File: src/rtl/dmem_copy_master.sv
// Word-copy engine that initiates tagged loads and in-order stores on the dmem request port.
// Up to MAX_OUT loads are in flight; a tag-indexed reorder buffer restores source order for stores.
module dmem_copy_master #(
   parameter int LDTAG_W = 4,
   parameter int MAX_OUT = 4,
   parameter int LEN_W   = 16
) (
   input  logic               clk,
   input  logic               rst,
   input  logic               cfg_start,
   input  logic [31:0]        cfg_src,
   input  logic [31:0]        cfg_dst,
   input  logic [LEN_W-1:0]   cfg_len,
   output logic               busy,
   output logic               done,
   output logic               err,
   output logic               m_req_valid,
   input  logic               m_req_ready,
   output logic               m_req_we,
   output logic [31:0]        m_req_addr,
   output logic [31:0]        m_req_wdata,
   output logic [3:0]         m_req_wstrb,
   output logic [LDTAG_W-1:0] m_req_tag,
   input  logic               m_ld_valid,
   input  logic [LDTAG_W-1:0] m_ld_tag,
   input  logic [31:0]        m_ld_data,
   input  logic               m_st_ack
);

   localparam int PTR_W = $clog2(MAX_OUT);

   localparam logic [1:0] IDLE  = 2'd0;
   localparam logic [1:0] CHECK = 2'd1;
   localparam logic [1:0] RUN   = 2'd2;
   localparam logic [1:0] DONE  = 2'd3;

   localparam logic [1:0] FREE = 2'd0;
   localparam logic [1:0] PEND = 2'd1;
   localparam logic [1:0] FULL = 2'd2;

   localparam logic [LEN_W-1:0] CNT_ONE = LEN_W'(1);
   localparam logic [LEN_W:0]   ACK_ONE = (LEN_W+1)'(1);

   logic [1:0]       state;
   logic [31:0]      src_q, dst_q;
   logic [LEN_W-1:0] len_q, ld_cnt, st_cnt, st_nxt;
   logic [LEN_W:0]   ack_cnt, ack_nxt;
   logic [1:0]       slot_st   [MAX_OUT];
   logic [31:0]      slot_data [MAX_OUT];
   logic             hold_vld, hold_we;
   logic [PTR_W-1:0] ld_ptr, st_ptr, rsp_idx;
   logic             st_elig, ld_elig, req_vld, req_we;
   logic             hs, ld_hs, st_hs;
   logic             tag_oob, rsp_ok, rsp_bad, ack_over, finish;

   // Counters start at zero, so the slot pointers are simply their low bits.
   assign ld_ptr  = ld_cnt[PTR_W-1:0];
   assign st_ptr  = st_cnt[PTR_W-1:0];
   assign rsp_idx = m_ld_tag[PTR_W-1:0];

   assign st_elig = (state == RUN) && (slot_st[st_ptr] == FULL);
   assign ld_elig = (state == RUN) && (slot_st[ld_ptr] == FREE) && (ld_cnt != len_q);

   // A held request keeps its type; addresses and data cannot move until its handshake.
   assign req_vld = hold_vld | st_elig | ld_elig;
   assign req_we  = hold_vld ? hold_we : st_elig;
   assign hs      = req_vld & m_req_ready;
   assign ld_hs   = hs & ~req_we;
   assign st_hs   = hs & req_we;

   assign m_req_valid = req_vld;
   assign m_req_we    = req_vld & req_we;
   assign m_req_wstrb = {4{req_vld & req_we}};
   assign m_req_addr  = !req_vld ? 32'd0 :
                        req_we   ? dst_q + (32'(st_cnt) << 2) :
                                   src_q + (32'(ld_cnt) << 2);
   assign m_req_wdata = (req_vld && req_we) ? slot_data[st_ptr] : 32'd0;
   assign m_req_tag   = (req_vld && !req_we) ? LDTAG_W'(ld_ptr) : '0;

   assign tag_oob  = 32'(m_ld_tag) >= 32'(MAX_OUT);
   assign rsp_ok   = (state == RUN) && m_ld_valid && !tag_oob && (slot_st[rsp_idx] == PEND);
   assign rsp_bad  = (state == RUN) && m_ld_valid && (tag_oob || (slot_st[rsp_idx] != PEND));
   assign ack_over = (state == RUN) && m_st_ack && (ack_cnt >= {1'b0, len_q});

   assign st_nxt  = st_hs ? st_cnt + CNT_ONE : st_cnt;
   assign ack_nxt = (m_st_ack && ack_cnt != '1) ? ack_cnt + ACK_ONE : ack_cnt;
   assign finish  = (st_nxt == len_q) && (ack_nxt == {1'b0, len_q});

   assign busy = (state == CHECK) || (state == RUN);
   assign done = (state == DONE);

   always_ff @(posedge clk) begin
      if (rst) begin
         state    <= IDLE;
         err      <= 1'b0;
         hold_vld <= 1'b0;
         hold_we  <= 1'b0;
         ld_cnt   <= '0;
         st_cnt   <= '0;
         ack_cnt  <= '0;
      end else begin
         case (state)
            IDLE: if (cfg_start) begin
               state    <= CHECK;
               err      <= 1'b0;
               hold_vld <= 1'b0;
               ld_cnt   <= '0;
               st_cnt   <= '0;
               ack_cnt  <= '0;
            end
            CHECK: begin
               if (src_q[1:0] != 2'b00 || dst_q[1:0] != 2'b00) begin
                  err   <= 1'b1;
                  state <= IDLE;
               end else if (len_q == '0) begin
                  state <= DONE;
               end else begin
                  state <= RUN;
               end
            end
            RUN: begin
               if (ld_hs) ld_cnt <= ld_cnt + CNT_ONE;
               st_cnt   <= st_nxt;
               ack_cnt  <= ack_nxt;
               hold_vld <= req_vld & ~m_req_ready;
               hold_we  <= req_we;
               if (rsp_bad || ack_over) err <= 1'b1;
               if (finish) state <= DONE;
            end
            default: state <= IDLE;
         endcase
      end
   end

   // Copy parameters are only consumed after CHECK, so they need no reset.
   always_ff @(posedge clk) begin
      if (state == IDLE && cfg_start) begin
         src_q <= cfg_src;
         dst_q <= cfg_dst;
         len_q <= cfg_len;
      end
   end

   // Each event acts on a slot in a distinct state, so at most one applies per slot per cycle.
   always_ff @(posedge clk) begin
      if (rst || (state == IDLE && cfg_start)) begin
         for (int i = 0; i < MAX_OUT; i++) slot_st[i] <= FREE;
      end else begin
         for (int i = 0; i < MAX_OUT; i++) begin
            if (rsp_ok && rsp_idx == PTR_W'(i)) slot_st[i] <= FULL;
            if (ld_hs && ld_ptr == PTR_W'(i))   slot_st[i] <= PEND;
            if (st_hs && st_ptr == PTR_W'(i))   slot_st[i] <= FREE;
         end
      end
   end

   always_ff @(posedge clk) begin
      if (rsp_ok) slot_data[rsp_idx] <= m_ld_data;
   end

endmodule

File: config.mk
export PLATFORM = sky130hd
export DESIGN_NAME = dmem_copy_master
export DESIGN_NICKNAME = d
export VERILOG_FILES = /design/src/rtl/dmem_copy_master.sv
export SDC_FILE = /design/constraint.sdc
export NUM_CORES = 1
export LEC_CHECK = 0
export ABC_CLOCK_PERIOD_IN_PS = 4100
export BUFFER_PORTS_ARGS = -buffer_cell sky130_fd_sc_hd__clkbuf_2
export CAP_MARGIN = 20
export CORE_MARGIN = 2
export CORE_UTILIZATION = 59
export CTS_CLUSTER_DIAMETER = 40
export DETAILED_ROUTE_END_ITERATION = 10
export PLACE_DENSITY = 0.82
export SLEW_MARGIN = 20
export SYNTH_ARGS = -nofsm -noshare
export SYNTH_HDL_FRONTEND = slang
export SYNTH_SLANG_ARGS = --single-unit
File: constraint.sdc
create_clock -name clk -period 4.1 [get_ports clk]
set_clock_uncertainty 0.05 [all_clocks]
set_input_delay 0.615 -clock clk [delete_from_list [all_inputs] [get_ports clk]]
set_output_delay 0.615 -clock clk [all_outputs]
set_load 0.01 [all_outputs]
# [Yosys cells after proc, flatten, opt, wreduce, memory -nomap -nowiden]
# Memories as Yosys holds them, arrays and structs flattened. A register that Yosys moved wholly into a read port is not among the register bits.
# Index checks and enable logic that the tools add are counted.
[classes] n_reduce_logical=47 muxes=81 addsub=5 n_eq_ne=24 magnitude_cmp=2 bitwise=21
[op_table] operator="$mux 32" count=3
[op_table] operator="$add 32x18->32" count=2
[op_table] operator="$pmux 16 s2" count=2
[op_table] operator="$mux 16" count=3
[op_table] operator="$mux 1" count=45
[op_table] operator="$mux 2" count=22
[op_table] operator="$mux 17" count=2
[op_table] operator="$pmux 17 s2" count=1
[op_table] operator="$add 16x1->16 const B" count=2
[op_table] operator="$logic_and 1x1->1" count=26
[op_table] operator="$eq 2x2->1 const B" count=9
[op_table] operator="$add 17x1->17 const B" count=1
[op_table] operator="$eq 17x16->1" count=1
[op_table] operator="$ge 17x16->1" count=1
[op_table] operator="$ne 17x17->1 const B" count=1
[op_table] operator="$eq 16x16->1" count=1
[op_table] operator="$logic_not 16->1" count=1
[op_table] operator="$ne 16x16->1" count=1
[op_table] operator="$or 1x1->1" count=14
[op_table] operator="$eq 2x1->1 const B" count=5
[op_table] operator="$logic_not 2->1" count=5
[op_table] operator="$ne 2x1->1 const B" count=3
[op_table] operator="$ne 2x2->1 const B" count=3
[op_table] operator="$pmux 2 s3" count=1
[op_table] operator="12 further kinds" count=25
[totals] ramBits=136 out_inout_bits=77 n_memories=2 inputBits=122 wordCells=192 regBits=134
[memory_table] name="slot_data" words=4 width=32 read_ports=1 rd_clocked_by_memory_dff=1 wr=1 line_no="49" rtl="logic [31:0] slot_data [MAX_OUT];"
[memory_table] name="slot_st" words=4 width=2 read_ports=3 rd_clocked_by_memory_dff=2 wr=4 line_no="48" rtl="logic [1:0] slot_st [MAX_OUT];"

# [Longest topological paths before layout]
[logic_depth] word_depth=12 depth_mapped=16 depth_no_buf=14

# [Worst setup path after synthesis]
# OpenSTA, ideal clock, no wires.
[synth_timing] path_type="input -> register" from="input port m_ld_tag[1]" to="memory slot_data[1][0] (enable)" cell_stages=6 setup_time_ns=0.422 path_buffers=1 path_slack_ns=0.470 required_time_ns=3.628 t_arrival_ns=3.158 cell_sequence="clkbuf_1 -> o311a_1 -> or4_1 -> nor2_1 -> nand2_1 -> nor2_1"
[synth_via] elab_chain_len=6 word_cells_on_any_way=8 classes_between="1 x order compare; 1 x eq/ne; 2 x mux; 3 x reduce/logical; 1 x memory"
[synth_rtl] element="start, declared" line_no="25" rtl="input logic [LDTAG_W-1:0] m_ld_tag,"
[synth_rtl] element="$ge 4x3->1" line_no="80" rtl="assign tag_oob = 32'(m_ld_tag) >= 32'(MAX_OUT);"
[synth_rtl] element="$logic_not 1->1" line_no="81" rtl="assign rsp_ok = (state == RUN) && m_ld_valid && !tag_oob && (slot_st[rsp_idx] == PEND);"
[synth_rtl] element="$logic_and 1x1->1 (2 in a row)" line_no="81"
[synth_rtl] element="$mux 1" line_no="158" rtl="if (rsp_ok) slot_data[rsp_idx] <= m_ld_data;"
[synth_rtl] element="$mux 1 (implied by the code)" line_no="158"
[synth_rtl] element="end, declared" line_no="49"
# Parallel ways exist; a longest one is shown, timed or not.

# [Worst setup path after layout]
[layout_timing] from="register src_q[2]" to="output port m_req_addr[22]"
[layout_via] elab_chain_len=3
[layout_rtl] element="start, declared" line_no="45" rtl="logic [31:0] src_q, dst_q;"
[layout_rtl] element="start signal, assigned" line_no="138" rtl="src_q <= cfg_src;"
[layout_rtl] element="$add 32x18->32" line_no="76" rtl="src_q + (32'(ld_cnt) << 2);"
[layout_rtl] element="$mux 32" line_no="75" rtl="req_we ? dst_q + (32'(st_cnt) << 2) :"
[layout_rtl] element="$mux 32" line_no="74" rtl="assign m_req_addr = !req_vld ? 32'd0 :"
[layout_rtl] element="end, declared" line_no="20" rtl="output logic [31:0] m_req_addr,"
# No other way between the ends.

==> flow_summary.toml <==
[final_layout]
layout.nets = 1738
instances_no_fill = 1911
final_cell_mix = "216 x edfxtp_1, 192 x clkbuf_2, 100 x nor2_1, 93 x nand2_1, 70 x a21oi_1"
antenna_cells = 0
stdcell_area_um2 = 17900
layout_commonest_cell = "edfxtp_1"
fillers = 1773
register_area_um2 = 7650
area_growth_pct = 19.4
multi_input_area_um2 = 7090
drive_gt1_frac = 0.248

[place]
dp_cells = 1833
portBuffers = 196
place_hpwl_mm = 27.6
place.gp.congestion = 0.936
placed_area_um2 = 16400

[global_routing]
grt_overflow = 0
grt_max_degree = 46
grt_pass1_vias = 11458
track_usage = 0.295
antenna_found_initial = 0
grt_pass1_wl_mm = 61.0

[sta]
finalSetupViolCount = 0
hold_viol = 0
rsz0062_at_grt = "true"
worstMarginPinSlew_ps = 1060
period_share = 0.996
slew_viol_final = 0
tns_ps = 0
fmax_mhz = 245
maxSlewHeadroom = 0.293
whs_ps = 203
period_needed_ps = 4080

[min_path]
min_path_type = "in -> reg"

[synth]
synth.distinct_cells = 82
synth_compound_area_frac = 0.122
ys_seq_area_frac = 0.510
ys_warn_count = 0
async_flop_share = 0
syn-mean-instance-area_um2 = 11.2
synth_edf_count = 216
yosys.area_share.simple = 0.158
synthMuxAreaShare = 0.0531
ys_ff_latch = 274
synth_top_family_by_area = "simple AND/OR/NAND/NOR gates"
syn-cell-area_um2 = 15000
ys.flop_type = "edfxtp_1"
synth_fa_ha_area_frac = 0.0544
synthXorXnorAreaFrac = 0.0677
synthCells = 1344

[die]
core_um2 = 25100
die-area_um2 = 26700
io_pins = 199
die_y_um = 163
die_w_um = 163
rows = 58
start_util = 0.598

[critical_path]
cp-endpoint = "m_req_addr[22]"
worstSetupPathType = "reg -> out"
reg2regPathDepth = 13
crit_required_ps = 3430
rr_startpoint = "ack_cnt[1]$_SDFFE_PP0P_"
cp-end-kind = "output pin"
path_max_fanout = 4
startpoint = "src_q[2]$_DFFE_PP_"
r2r_end = "state[0]$_SDFFE_PP0P_"
setup.worst_path.start_class = "flop"
worst_ep_arrival_time_ps = 3420
regToRegSetupSlack_ps = 410

[clock_network]
cts-root-buf = "clkbuf_16"
worstSkewPairLatency_ps = 530
clock-sinks = 274
clock_tree.buffer_depth = 3
clk_pin_slew_ps = 60
cts-buffers-inserted = 37
cts_tree = "done"
cts_max_level = 2

[route]
ant_nets = 0
vias_per_cell = 6.22
wl_per_cell_um = 21.1
num_vias = 11893
wl_mm = 40.2
drc = 0
drt-pass1-iter-count = 7
drt_iter0_markers = 1349

[pwr]
peakVddDrop_mv = 0.451
p_per_area_nw_per_um2 = 379
p_leak_uw = 0.00692

[run]
maxCapViolCount = 0

[outcome]
outcome = "finished clean"
-- final cells by class --
| class | count | share of cell area |
|---|---|---|
| tap | 330 | 0.0230 |
| clock inverter | 23 | 0.0131 |
| inverter | 49 | 0.0103 |
| clock buffer | 45 | 0.0539 |
| multi-input combinational | 944 | 0.396 |
| timing repair buffer | 246 | 0.0766 |
| sequential | 274 | 0.427 |
-- sequential cells by signal (all words and copies together), names as in the netlist, named ones only --
signal and flops:
slot_data 128, dst_q 32, src_q 32, ack_cnt 17, ld_cnt 16, len_q 16, st_cnt 16, slot_st 8
state 2, err 1, hold_vld 1, hold_we 1
-- worst min-delay path by stage --
stage                                   from  cells after the start                  endpoint
floorplan           ack_cnt[16]$_SDFFE_PP0P_                      2  ack_cnt[16]$_SDFFE_PP0P_
global placement            err$_SDFFE_PP0P_                      2          err$_SDFFE_PP0P_
detailed placement          err$_SDFFE_PP0P_                      2          err$_SDFFE_PP0P_
CTS                              cfg_src[19]                      1       src_q[19]$_DFFE_PP_
global route                      cfg_dst[5]                      1        dst_q[5]$_DFFE_PP_
finish                           cfg_src[25]                      1       src_q[25]$_DFFE_PP_
-- timing repair --
item | 4_1_cts | 5_1_grt
endpoints found under the setup margin | 17 | 17
hold buffers | 0 | 0
gates resized for setup | 18 | 42
pin swaps | 2 | 11
buffers inserted | 4 | 6
-- report_power, final --
group | switching, uW | internal (uW) | total [uW] | leakage (uW)
combinational | 293 | 193 | 486 | 0.00386
clock | 1230 | 1890 | 3130 | 0.000581
sequential | 81.5 | 3100 | 3180 | 0.00247
-- cells by family (layout without fill, tap and decap cells) --
kind of cell,count (synthesis),count (layout)
buffers and inverters,127,363
other,1,2
xor gates and xnor gates,116,116
adders and majority gates,64,64
and+or+nand+nor,450,450
muxes,37,37
DFF,274,274
AOI/OAI and AO/OA,275,275
-- layer usage --
metal	wire length [um]	GRT usage
met3	3710	0.0703
met1	16000	0.388
met4	1570	0.112
met2	18900	0.480
met5	0	0
-- cell usage after synthesis (6+ instances only) --
| cell type | instances | share of area |
|---|---|---|
| o22ai_1 | 15 | 0.0063 |
| nor2_1 | 105 | 0.026 |
| a31oi_1 | 14 | 0.0058 |
| ha_1 | 62 | 0.052 |
| nand2b_1 | 11 | 0.0046 |
| a311oi_1 | 11 | 0.0064 |
| o211ai_1 | 7 | 0.0035 |
| and2_1 | 41 | 0.017 |
| nand2_1 | 93 | 0.023 |
| xnor2_1 | 69 | 0.040 |
| mux4_2 | 34 | 0.051 |
| inv_1 | 48 | 0.012 |
| and4_1 | 6 | 0.0035 |
| a21oi_1 | 74 | 0.025 |
| a21o_1 | 16 | 0.0080 |
| buf_2 | 10 | 0.0033 |
| o21ai_0 | 56 | 0.019 |
| nand4_1 | 22 | 0.0092 |
| or3_1 | 11 | 0.0046 |
| clkbuf_1 | 54 | 0.014 |
| nor2b_1 | 14 | 0.0058 |
| edfxtp_1 | 216 | 0.43 |
| xor2_1 | 47 | 0.027 |
| and3_1 | 27 | 0.011 |
| nor4_1 | 27 | 0.011 |
| dfxtp_1 | 58 | 0.077 |
| buf_4 | 7 | 0.0035 |
| buf_1 | 6 | 0.0015 |
| a211oi_1 | 15 | 0.0075 |
| nor3_1 | 24 | 0.0080 |
| nand3_1 | 35 | 0.012 |
| o21a_1 | 8 | 0.0040 |
-- critical path, stage by stage, from the launching register on --
cell	delay, ps
edfxtp_1	370
ha_2	210
fa_2	350
a211oi_2	230
o211ai_1	170
a21boi_2	200
a21oi_2	90
a21o_1	200
o41ai_4	330
buf_6	210
nor2_4	60
xnor2_2	120
o22ai_1	180
buf_2	170
-- stage by stage --
step / utilization / setup slack, ps / power, uW
after floorplan: - / 470 / 3500
after global placement: 0.653 / 372 / 3680
after global routing: 0.714 / -157 / 6970
after detailed placement: 0.653 / 239 / 3690
final: 0.714 / 17.4 / 6790
after CTS: 0.704 / -19.6 / 6800
No activity file was read; power rests on OpenSTA's default activity.
